==> src/rtl/comptest_pkg.sv <==
// Shared constants and scan state encoding for the comparator-test scan logic.
package comptest_pkg;

  localparam int NSTRIPS = 32;
  localparam int STRIP_W = $clog2(NSTRIPS);
  localparam int CNT_W   = 16;

  typedef enum logic [3:0] {
    IDLE,
    SELECT,
    SETTLE,
    ARM,
    FIRE,
    WAIT_LO,
    WAIT_HI,
    REPORT,
    DONE
  } scan_state_t;

endpackage

==> src/rtl/strip_prio_enc.sv <==
// Lowest-set-bit finder: returns the index of the lowest set request bit and
// whether any bit is set at all.
module strip_prio_enc
  import comptest_pkg::*;
#(
  parameter int N     = NSTRIPS,
  parameter int IDX_W = STRIP_W
) (
  input  logic [N-1:0]     req,
  output logic [IDX_W-1:0] idx,
  output logic             any
);

  // Scan from the top down so the lowest set bit is the last one to win.
  always_comb begin
    idx = '0;
    any = 1'b0;
    for (int i = N - 1; i >= 0; i--) begin
      if (req[i]) begin
        idx = IDX_W'(i);
        any = 1'b1;
      end
    end
  end

endmodule

==> src/rtl/strip_scan_sequencer.sv <==
// Comparator-test scan sequencer: walks the selected strips in ascending order,
// settles the pulse mux, fires N pulses through the pulser handshake, counts
// mismatches and hands one result record per strip to the readback register.
module strip_scan_sequencer #(
  parameter int NSTRIPS = comptest_pkg::NSTRIPS,
  parameter int CNT_W   = comptest_pkg::CNT_W
) (
  input  logic                       clk,
  input  logic                       _reset,
  input  logic                       start,
  input  logic                       abort,
  input  logic [NSTRIPS-1:0]         strip_mask,
  input  logic [CNT_W-1:0]           pulses_per_strip,
  input  logic [CNT_W-1:0]           settle_cycles,
  input  logic [CNT_W-1:0]           timeout_cycles,
  input  logic                       pulser_ready,
  input  logic                       mismatch,
  output logic                       fire_pulse,
  output logic [$clog2(NSTRIPS)-1:0] strip_sel,
  output logic                       mux_load,
  output logic                       errcnt_rst,
  output logic                       result_valid,
  input  logic                       result_ready,
  output logic [$clog2(NSTRIPS)-1:0] result_strip,
  output logic [CNT_W-1:0]           result_errs,
  output logic                       busy,
  output logic                       done,
  output logic                       timeout_err
);

  import comptest_pkg::*;

  localparam int SW = $clog2(NSTRIPS);

  scan_state_t        state;
  logic [NSTRIPS-1:0] cfg_mask;
  logic [CNT_W-1:0]   cfg_pulses;
  logic [CNT_W-1:0]   cfg_settle;
  logic [CNT_W-1:0]   cfg_timeout;
  logic [CNT_W-1:0]   settle_cnt;
  logic [CNT_W-1:0]   tmo_cnt;
  logic [CNT_W-1:0]   pulse_cnt;
  logic [CNT_W-1:0]   errs;

  logic [NSTRIPS-1:0] enc_in;
  logic [SW-1:0]      enc_idx;
  logic               enc_any;
  logic               start_acc;
  logic               load_next;
  logic               waiting;
  logic               event_met;
  logic               tmo_hit;
  logic               pulse_done;
  logic               pulse_err;
  logic               last_pulse;
  logic [CNT_W-1:0]   errs_next;

  // In IDLE the encoder looks at the incoming mask; otherwise at the latched
  // mask with the current strip removed, i.e. the strips still to be scanned.
  always_comb begin
    enc_in     = (state == IDLE) ? strip_mask
                                 : (cfg_mask & ~(NSTRIPS'(1) << strip_sel));
    start_acc  = (state == IDLE) && start && !abort;
    load_next  = start_acc || ((state == REPORT) && result_ready);
    waiting    = (state == ARM) || (state == WAIT_LO) || (state == WAIT_HI);
    event_met  = (state == WAIT_LO) ? !pulser_ready : pulser_ready;
    tmo_hit    = waiting && !event_met && (cfg_timeout != '0) &&
                 (tmo_cnt == cfg_timeout - CNT_W'(1));
    pulse_done = ((state == WAIT_HI) && pulser_ready) || tmo_hit;
    pulse_err  = tmo_hit || mismatch;
    errs_next  = errs + CNT_W'(pulse_err);
    last_pulse = ((pulse_cnt + CNT_W'(1)) == cfg_pulses);
  end

  strip_prio_enc #(
    .N     (NSTRIPS),
    .IDX_W (SW)
  ) u_prio (
    .req (enc_in),
    .idx (enc_idx),
    .any (enc_any)
  );

  // Scan FSM with all outputs registered; strobes default low every cycle.
  always_ff @(posedge clk or negedge _reset) begin
    if (!_reset) begin
      state        <= IDLE;
      cfg_mask     <= '0;
      cfg_pulses   <= '0;
      cfg_settle   <= '0;
      cfg_timeout  <= '0;
      settle_cnt   <= '0;
      tmo_cnt      <= '0;
      pulse_cnt    <= '0;
      errs         <= '0;
      fire_pulse   <= 1'b0;
      strip_sel    <= '0;
      mux_load     <= 1'b0;
      errcnt_rst   <= 1'b0;
      result_valid <= 1'b0;
      result_strip <= '0;
      result_errs  <= '0;
      busy         <= 1'b0;
      done         <= 1'b0;
      timeout_err  <= 1'b0;
    end else begin
      fire_pulse <= 1'b0;
      mux_load   <= 1'b0;
      errcnt_rst <= 1'b0;
      done       <= 1'b0;
      if (abort && (state != IDLE)) begin
        // A result accepted in this same cycle is simply consumed.
        state        <= IDLE;
        busy         <= 1'b0;
        result_valid <= 1'b0;
      end else if (load_next) begin
        // Entry from IDLE (new scan) or from REPORT (strip transferred).
        if (start_acc) begin
          cfg_pulses  <= (pulses_per_strip == '0) ? CNT_W'(1) : pulses_per_strip;
          cfg_settle  <= settle_cycles;
          cfg_timeout <= timeout_cycles;
          timeout_err <= 1'b0;
        end
        cfg_mask     <= enc_in;
        result_valid <= 1'b0;
        busy         <= 1'b1;
        if (enc_any) begin
          state      <= SELECT;
          strip_sel  <= enc_idx;
          mux_load   <= 1'b1;
          errcnt_rst <= 1'b1;
          pulse_cnt  <= '0;
          errs       <= '0;
        end else begin
          state <= DONE;
          done  <= 1'b1;
        end
      end else if (pulse_done) begin
        // Pulse finished, either by handshake or by timeout.
        pulse_cnt <= pulse_cnt + CNT_W'(1);
        errs      <= errs_next;
        if (tmo_hit) timeout_err <= 1'b1;
        if (last_pulse) begin
          state        <= REPORT;
          result_valid <= 1'b1;
          result_strip <= strip_sel;
          result_errs  <= errs_next;
        end else begin
          state   <= ARM;
          tmo_cnt <= '0;
        end
      end else begin
        case (state)
          SELECT: begin
            settle_cnt <= '0;
            tmo_cnt    <= '0;
            state      <= (cfg_settle == '0) ? ARM : SETTLE;
          end
          SETTLE: begin
            if (settle_cnt == cfg_settle - CNT_W'(1)) begin
              state   <= ARM;
              tmo_cnt <= '0;
            end else begin
              settle_cnt <= settle_cnt + CNT_W'(1);
            end
          end
          ARM: begin
            if (pulser_ready) begin
              state      <= FIRE;
              fire_pulse <= 1'b1;
            end else begin
              tmo_cnt <= tmo_cnt + CNT_W'(1);
            end
          end
          FIRE: begin
            state   <= WAIT_LO;
            tmo_cnt <= '0;
          end
          WAIT_LO: begin
            if (!pulser_ready) begin
              state   <= WAIT_HI;
              tmo_cnt <= '0;
            end else begin
              tmo_cnt <= tmo_cnt + CNT_W'(1);
            end
          end
          WAIT_HI: tmo_cnt <= tmo_cnt + CNT_W'(1);
          DONE: begin
            state <= IDLE;
            busy  <= 1'b0;
          end
          default: ;
        endcase
      end
    end
  end

endmodule
==> config.mk <==
export PLATFORM = sky130hd
export DESIGN_NAME = strip_scan_sequencer
export DESIGN_NICKNAME = d
export VERILOG_FILES = /design/src/rtl/comptest_pkg.sv /design/src/rtl/strip_prio_enc.sv /design/src/rtl/strip_scan_sequencer.sv
export SDC_FILE = /design/constraint.sdc
export NUM_CORES = 1
export LEC_CHECK = 0
export CORE_MARGIN = 1.5
export CORE_UTILIZATION = 30
export DETAILED_ROUTE_END_ITERATION = 10
export GPL_TIMING_DRIVEN = 0
export PLACE_DENSITY = 0.58
export SYNTH_ARGS = -nofsm -noshare
export SYNTH_HDL_FRONTEND = slang
export SYNTH_SLANG_ARGS = --single-unit
==> constraint.sdc <==
create_clock -name clk -period 9.85 [get_ports clk]
set_input_delay 1.97 -clock clk [delete_from_list [all_inputs] [get_ports clk]]
set_output_delay 1.97 -clock clk [all_outputs]
set_load 0.05 [all_outputs]
# --- Word-level counts from Yosys, hierarchy flattened ---
# Cells that the tools add are included.
word_totals:
  inputBits: 87
  romBits: 0
  ff_bits: 180
  n_memories: 0
  latchBits: 0
  ram_bits: 0
classes:
  add_sub_neg: 6
  reduce_logical: 41
  magnitude_cmp: 0
  bitwise_logic: 5
  n_mul: 0
  muxes: 113
  div_mod_pow: 0
  shifts: 1
  n_eq_ne: 21
op_table:
  columns: ["cell", "count"]
  rows:
  - ["16-bit 2-to-1 mux", 12]
  - ["5-bit 2-to-1 mux", 32]
  - ["16-bit one-hot mux with 5 select lines", 1]
  - ["1-bit 2-to-1 mux", 57]
  - ["16-bit by 1-bit adder with 16-bit output (second input constant)", 3]
  - ["16-bit == test", 3]
  - ["32-bit bitwise AND", 1]
  - ["16-bit logical NOT", 2]
  - ["32-bit 2-to-1 mux", 1]
  - ["32-bit NOT", 1]
  - ["16-bit one-hot mux with 2 select lines", 1]
  - ["1-bit by 5-bit << shifter with 32-bit output (first input constant)", 1]
  - ["16-bit by 1-bit subtractor with 16-bit output (second input constant)", 2]
  - ["4-bit 2-to-1 mux", 7]
  - ["4-bit one-hot mux with 6 select lines", 1]
  - ["16-bit by 1-bit adder with 16-bit output", 1]
  - ["4-bit by 3-bit == test with 1-bit output (second input constant)", 4]
  - ["16-bit nonzero test", 1]
  - ["4-bit AND reduction", 3]
  - ["5-bit by 4-bit != test with 1-bit output (second input constant)", 2]
  - ["3-bit AND reduction", 3]
  - ["3-bit nonzero test", 3]
  - ["9-bit nonzero test", 1]
  - ["4-bit by 2-bit == test with 1-bit output (second input constant)", 2]
  - ["19 further kinds", 42]

# --- Logic depth before layout (Yosys ltp) ---
# Gate-level depths: netlist of run 1.
logic_depth:
  ltp_word: 39
  mapped_depth: 20
  mapped_depth_nobuf: 18

# --- By module ---
# A second synthesis of run 1 with hierarchy kept.
hier_totals:
  cells_unflattened: 1128
  area_unflattened_um2: 10825.4
modules_own_cells:
  columns: ["module", "area_per_inst_um2", "instances", "seq_area_each_um2", "cells_per_inst"]
  rows:
  - ["strip_scan_sequencer", 10455.0, 1, 4504.3, 1063]
  - ["strip_prio_enc", 370.4, 1, 0.0, 65]

# --- Worst setup path after synthesis of run 1 ---
# No wires, ideal clock.
synth_timing:
  path_type: "input to register"
  from: "input pulser_ready"
  to: "register result_errs[14]"
  arrival_time_ns: 5.276
  cell_stages: 18
  path_buffers: 2
  path_slack_ns: 4.450
  cell_sequence: "nand2_1 > nor3_1 > o32ai_1 > or4_4 > a2111o_1 > buf_6 > nand2b_1 > ha_1 > ha_1 > and3_1 > clkbuf_1 > nand2_1 > nor2_1 > and3_1 > and3_1 > and3_1 > xor2_1 > mux2_2"
synth_via:
  elab_chain_cells: 8
synth_lines:
  columns: ["item", "line_no", "rtl"]
  rows:
  - ["start: declaration", "strip_scan_sequencer.sv:16", "input logic pulser_ready,"]
  - ["1-bit logical NOT", null, null]
  - ["1-bit 2-to-1 mux", "strip_scan_sequencer.sv:66", "event_met = (state == WAIT_LO) ? !pulser_ready : pulser_ready;"]
  - ["1-bit logical NOT", "strip_scan_sequencer.sv:67", "tmo_hit = waiting && !event_met && (cfg_timeout != '0) &&"]
  - ["1-bit logical AND (3 in series)", "strip_scan_sequencer.sv:67", null]
  - ["1-bit logical OR (on tied branches)", "strip_scan_sequencer.sv:70, strip_scan_sequencer.sv:69", null]
  - ["16-bit by 1-bit adder with 16-bit output / 4-bit AND reduction (equally long branches)", null, null]
  - ["end signal: assignment", "strip_scan_sequencer.sv:147", "result_errs <= errs_next;"]
  - ["end: declaration", "strip_scan_sequencer.sv:25", "output logic [CNT_W-1:0] result_errs,"]
# Parallel ways exist; a longest one is shown, timed or not.
# A chain may end at the register's enable or synchronous reset.

# --- Worst setup path in the final report of run 1 ---
# Same ends and word-level chain as after synthesis.

==> results of run 1 <==
[where the power goes]
group | internal [mW] | total [mW] | switching, mW
Combinational | 0.649 | 1.69 | 1.04
Clock | 0.422 | 0.739 | 0.318
Sequential | 0.936 | 1.15 | 0.210
[sequential cells by signal, summed over array words and instances (netlist names), 4 cells and up]
register      cells
cfg_mask         32
cfg_pulses       16
cfg_settle       16
cfg_timeout      16
errs             16
pulse_cnt        16
result_errs      16
result_strip      5
settle_cnt       16
state             4
strip_sel         5
tmo_cnt          16
[area by class of cell]
class,instances,area [sq um]
tap,468,586
timing repair buffer,121,1230
fill,3638,23000
buffer,74,333
clock buffer,21,470
multi-input combinational,943,6160
clock inverter,10,146
antenna,2,5.00
sequential,180,4500
inverter,30,113
[synthesized netlist by cell type, types with 18 or more instances]
cell,number,area [sq um]
o21ai_0,75,375
clkbuf_1,46,173
nand2_1,116,435
nor3_1,34,170
and3_1,21,131
xnor2_1,37,324
o21a_1,21,158
dfrtp_1,180,4500
a21oi_1,86,430
a31oi_1,30,188
nand4_1,18,113
xor2_1,32,280
nand2b_1,23,144
nor2_1,89,334
inv_1,30,113
nand3_1,38,190
mux2_2,67,754
nor4_1,19,119
[metrics by stage]
stage / setup WS (ps) / hold WS (ps) / setup TNS (ps) / power (mW) / area [sq um]
floorplan: 4450 / 439 / 0 / 2.31 / 11100
global placement: -1280 / 468 / -227390 / 2.80 / 12900
detailed placement: 3290 / 472 / 0 / 2.83 / 12900
CTS: 3740 / 488 / 0 / 3.58 / 13500
global route: 3420 / 510 / 0 / 3.83 / 13500
finish: 3690 / 486 / 0 / 3.58 / 13500
[worst register-to-register path, stage by stage, from the launching register on]
cell      delay (ps)
dfrtp_1          440
inv_1             90
ha_1             320
or3b_1           450
o41ai_2          240
nand3b_1         110
or4_4            570
a2111o_1         380
buf_6            170
nand2b_1          80
ha_1             190
ha_1             230
and3_1           170
clkbuf_1         240
nand2_1           90
nor2_1           240
and3_1           290
and3_1           260
and3_1           240
xor2_1            90
mux2_2           260
[cells by family (layout without fill, tap and decap cells)]
group           after synthesis  count (layout)
flops                       180             180
simple gates                445             445
xor+xnor                     69              69
fa+ha+maj                     7               7
mux                          85              85
compound gates              337             337
buf+inv                     104             256
other cells                   0               2
[per-layer routing]
layer | track usage, % | routed length, um
met1 | 25.3 | 16000
met2 | 28.2 | 15700
met3 | 3.13 | 1590
met4 | 5.83 | 737
met5 | 0 | 0
[path summary, 6_finish.rpt]
kind | startpoint | end | slack, ps | cells past startpoint
max | pulser_ready | result_errs[14]$_DFFE_PN0P_ | 3690 | 19
min | cfg_mask[16]$_DFFE_PN0P_ | cfg_mask[16]$_DFFE_PN0P_ | 490 | 2
max reg2reg | cfg_timeout[0]$_DFFE_PN0P_ | result_errs[14]$_DFFE_PN0P_ | 4620 | 20
min reg2reg | cfg_mask[16]$_DFFE_PN0P_ | cfg_mask[16]$_DFFE_PN0P_ | 490 | 2
max in group asynchronous | _reset | cfg_pulses[6]$_DFFE_PN0P_ | 7410 | 2
min in group asynchronous | _reset | cfg_mask[23]$_DFFE_PN0P_ | 1500 | 1
==> out/metrics.csv, run 1 <==
metric,value,unit
Synth Net Count,1321,
via/cell ratio,5.51,
Post-Syn Area,11100,sq um
Detailed Routing Iterations Pass 1,5,
Avg WL per Cell,18.4,um
Max Slew Vio Count,0,
Final Cycle Share,62.5,%
Setup Viol. Count Final,0,
crit-path most repeated cell,and3_1,
clock-pin slew on the worst setup and hold paths,70,ps
RSZ-0062 raised after global routing,no,
"Seq/Total Area, Yosys",40.6,%
worst clock skew,16.1,ps
fin nets,1461,
count of cell types in the netlist,83,
site row count,70,
"most common cell after layout, fill and taps aside",dfrtp_1,
post-layout min period,6160,ps
required time of the critical path,10190,ps
Ys Warns,0,
Placed Instances,1816,
post-synthesis mux area share,8.47,%
H-tree Lvls,4,
largest net degree at the start of global routing,102,
WP buf/inv,3,
CP Cell Sequence,clkdlybuf4s50_1 -> nand2_1 -> nor3_1 -> o32ai_1 -> or4_4 -> a2111o_1 -> buf_6 -> nand2b_1 -> ha_1 -> ha_1 -> and3_1 -> clkbuf_1 -> nand2_1 -> nor2_1 -> and3_1 -> and3_1 -> and3_1 -> xor2_1 -> mux2_2,
full die area,38200,sq um
first-pass GRT wire length,54600,um
routed via count,10200,
CP max stage delay,610,ps
relative slew slack,37.7,%
XOR/XNOR Fraction of Synth Area,5.44,%
CP max FO,9,
Adder-Cell Fraction of Synth Area,0.789,%
Post-Syn Instances,1227,
worst slew pin tran,934,ps
Area Overhead vs Synth,22.0,%
synthesized area per cell,9.05,sq um
drt total wl,34100,um
VDD IR max,0.149,mV
"Hold Vio Cnt, Final",0,
crit end category,flop,
Final Non-Filler Cells,1849,
WP data arrival,6500,ps
predominant post-synthesis flop cell,dfrtp_1,
"commonest cells after routing, fill and taps aside","dfrtp_1, clkdlybuf4s50_1, nand2_1",
Critical Path Source Type,primary input,
CTS tree,built,
Port Buffers,119,
clock latency on the worst-skew pair,450,ps
post-CTS setup buffer count,0,
Final HPWL DP,24900,um
share of cells above drive strength 1,10.5,%
Die Wd,195,um
Root Driver,clkbuf_16,
core footprint,36500,sq um
Starting Density,30.4,%
CP Class,in -> reg,
Post-CTS Hold Buffers,0,
Iter 0 DRT Violations,823,
Synth Area in Compound Gates,19.8,%
simple-gate area share of the yosys netlist,20.9,%
Num CTS Buffers,17,
utilization after layout,37.1,%
overflow left after global routing,0,
ys async rst share,100,%
HP Class,reg -> reg,
initial antenna violation count,2,
Max Fclk,162,MHz
status,completed,
largest family of logic cells by synthesized area,simple AND/OR/NAND/NOR gates,
post-CTS sizing,0,
placer congestion estimate,0.902,
PD cells,264,nW/um^2
count of state elements after synthesis,180,
CP top delay family,simple AND/OR/NAND/NOR gates,
CP max-delay cell,clkdlybuf4s50_1,
"EDFF count, synth",0,
Clock Sinks,180,
Die Y-Extent,195,um
P_leak,5.49,nW
top-level I/O count,120,
number of remaining DRC errors,0,
"antenna viol nets, final",0,
Max-Cap Viols,0,
CTS max path bufs,2,
vias in the first global route,9702,
total track usage,18.0,%
Power figures use the tool's default switching activity.
==> run 2: changes to the inputs <==
Clock period 9.85 ns to 5.9 ns, I/O delays scaled along.
==> results of run 2 <==
Same layout as run 1 (identical final DEF). Status: completed.
Main changes from that run: setup slack after placement 3290 ps -> 129 ps; setup slack after layout 3690 ps -> 533 ps; register-to-register setup slack 4620 ps -> 670 ps; total power 3.58 mW -> 5.97 mW; worst IR drop on VDD 0.149 mV -> 0.248 mV
==> run 3: changes to the inputs <==
Settings changed: DONT_BUFFER_PORTS set to 1, PLACE_DENSITY 0.58 to 0.54, SLEW_MARGIN set to 40.
==> out/metrics.csv, run 3 (synthesis results as in run 1) <==
metric,value,unit,change
Root Driver,clkbuf_16,,
CTS max path bufs,2,,unchanged
P_leak,5.02,nW,-8.5%
PD cells,469,nW/um^2,
HP Class,in -> async,,
Setup Viol. Count Final,0,,unchanged
Max Slew Vio Count,0,,unchanged
worst slew pin tran,834,ps,-99.5 ps
CP top delay family,simple AND/OR/NAND/NOR gates,,
post-CTS sizing,0,,unchanged
largest net degree at the start of global routing,181,,+77%
"commonest cells after routing, fill and taps aside","dfrtp_1, nand2_1, nor2_1",,
GRT Max-Usage Layer,met2,,
Iter 0 DRT Violations,718,,-13%
Final HPWL DP,24200,um,-2.7%
Avg WL per Cell,19.2,um,+4.2%
clock-pin slew on the worst setup and hold paths,80,ps,about the same
Fillers,3755,,+3.2%
WP buf/inv,2,,-1
design area,12300,sq um,-9.2%
Port Buffers,0,,-100%
Biggest register,cfg_mask,,
number of remaining DRC errors,0,,unchanged
RSZ-0062 raised after global routing,no,,
number of diodes,0,,-2
core footprint,36500,sq um,unchanged
vias in the first global route,9252,,-4.6%
overflow left after global routing,0,,unchanged
site row count,70,,unchanged
required time of the critical path,6240,ps,
Area after DPL,11700,sq um,-9.5%
CP max-delay cell,nor4_1,,
"Hold Vio Cnt, Final",0,,unchanged
first-pass GRT wire length,52500,um,-3.8%
total track usage,17.7,%,-0.38 points
GR Layer Usage met1,23.9,%,-1.4 points
relative slew slack,44.4,%,+6.6 points
max FFs per register,32,,unchanged
Max-Cap Viols,0,,unchanged
Die Wd,195,um,unchanged
fin nets,1341,,-8.2%
via/cell ratio,5.54,,+0.42%
WP data arrival,5680,ps,
post-CTS setup buffer count,0,,unchanged
Num CTS Buffers,17,,unchanged
full die area,38200,sq um,unchanged
initial antenna violation count,1,,-1
CP Cell Sequence,inv_1 -> ha_1 -> or3b_1 -> o41ai_2 -> nand3b_1 -> or4_4 -> a2111o_1 -> buf_6 -> nand2b_1 -> ha_1 -> nand3_1 -> nor4_1 -> and3_1 -> and3_1 -> nand3_1 -> xnor2_1 -> mux2_2,,
Post-CTS Hold Buffers,0,,unchanged
CP Class,reg -> reg,,
CTS tree,built,,
Final Cycle Share,90.5,%,
placer congestion estimate,0.903,,+0.21%
post-layout min period,5340,ps,
crit end category,flop,,
Detailed Routing Iterations Pass 1,5,,unchanged
met2 usage,27.4,%,-0.82 points
Critical Path Source Type,flop,,
H-tree Lvls,4,,unchanged
VDD IR max,0.209,mV,
routed via count,9570,,-6.1%
Die Y-Extent,195,um,unchanged
Area Overhead vs Synth,10.8,%,
setup TNS,0,ps,unchanged
Max Fclk,187,MHz,
worst clock skew,18.1,ps,+2.08 ps
Starting Density,30.4,%,unchanged
Reg2Reg Setup Slack,560,ps,
"antenna viol nets, final",0,,unchanged
status,completed,,
clock latency on the worst-skew pair,460,ps,about the same
met3 Track Usage GR,4.30,%,+1.2 points
drt total wl,33200,um,-2.6%
CP max FO,9,,unchanged
share of cells above drive strength 1,11.7,%,+1.2 points
CP max stage delay,670,ps,+60 ps
top-level I/O count,120,,unchanged
"most common cell after layout, fill and taps aside",dfrtp_1,,
Clock Sinks,180,,unchanged
==> run 3: changes by cell type in the layout (fill, tap and decap cells not counted), sizes merged <==
cell and change:
clkdlybuf4s50 -118, buf -2, bufinv -2, clkinv +4
clkinvlp -2, clkbuf -3, inv +4, diode -2
==> run 3: worst register-to-register path, cell delays in order, from the launching register on <==
cell and delay, ps:
dfrtp_1 450, inv_1 100, ha_1 310, or3b_1 440, o41ai_2 230, nand3b_1 120
or4_4 570, a2111o_1 390, buf_6 170, nand2b_1 90, ha_1 200, nand3_1 200
nor4_1 670, and3_1 330, and3_1 270, nand3_1 210, xnor2_1 230, mux2_2 280
==> run 3: report_power, final <==
group	total [mW]	internal (mW)	switching [mW]
clock	1.19	0.615	0.571
sequential	1.99	1.56	0.430
combinational	2.60	0.994	1.60
==> run 3: area by class of cell <==
cell class                      instances  area [sq um]  area share [%]
Buffer                                 74           334            2.72
Sequential cell                       180          4500            36.6
Tap cell                              468           586            4.76
Timing Repair Buffer                    1          5.00          0.0407
Inverter                               30           113           0.915
Clock inverter                         14           161            1.31
Clock buffer                           18           439            3.57
Multi-Input combinational cell        943          6160            50.1
==> run 3: routing by layer <==
metal	vias to the layer above	share of wire, %
li1	4558	-
met1	4709	47
met2	261	45
met3	40	5.5
met4	2	2.6
met5	-	0.039
==> run 3: per-stage QoR <==
step	total power, mW	util (%)	cells	setup WS, ps	hold WS [ps]
after floorplan	3.85	-	1227	1280	439
after global placement	4.54	32.0	1695	618	467
after detailed placement	4.57	32.0	1696	573	471
after CTS	5.80	33.7	1728	611	396
after global routing	6.18	33.7	1728	169	393
final	5.77	33.7	1728	561	441
==> run 3: worst paths after layout <==
| check | startpoint | to | cells after the start |
|---|---|---|---|
| worst max-delay path | cfg_timeout[0]$_DFFE_PN0P_ | result_errs[15]$_DFFE_PN0P_ | 17 |
| worst min-delay path | _reset | cfg_mask[25]$_DFFE_PN0P_ | 0 |
| worst max register to register | cfg_timeout[0]$_DFFE_PN0P_ | result_errs[15]$_DFFE_PN0P_ | 17 |
| worst min register to register | cfg_mask[16]$_DFFE_PN0P_ | cfg_mask[16]$_DFFE_PN0P_ | 2 |
| max in group asynchronous | _reset | cfg_settle[3]$_DFFE_PN0P_ | 0 |
| min in group clk | cfg_mask[16]$_DFFE_PN0P_ | cfg_mask[16]$_DFFE_PN0P_ | 2 |
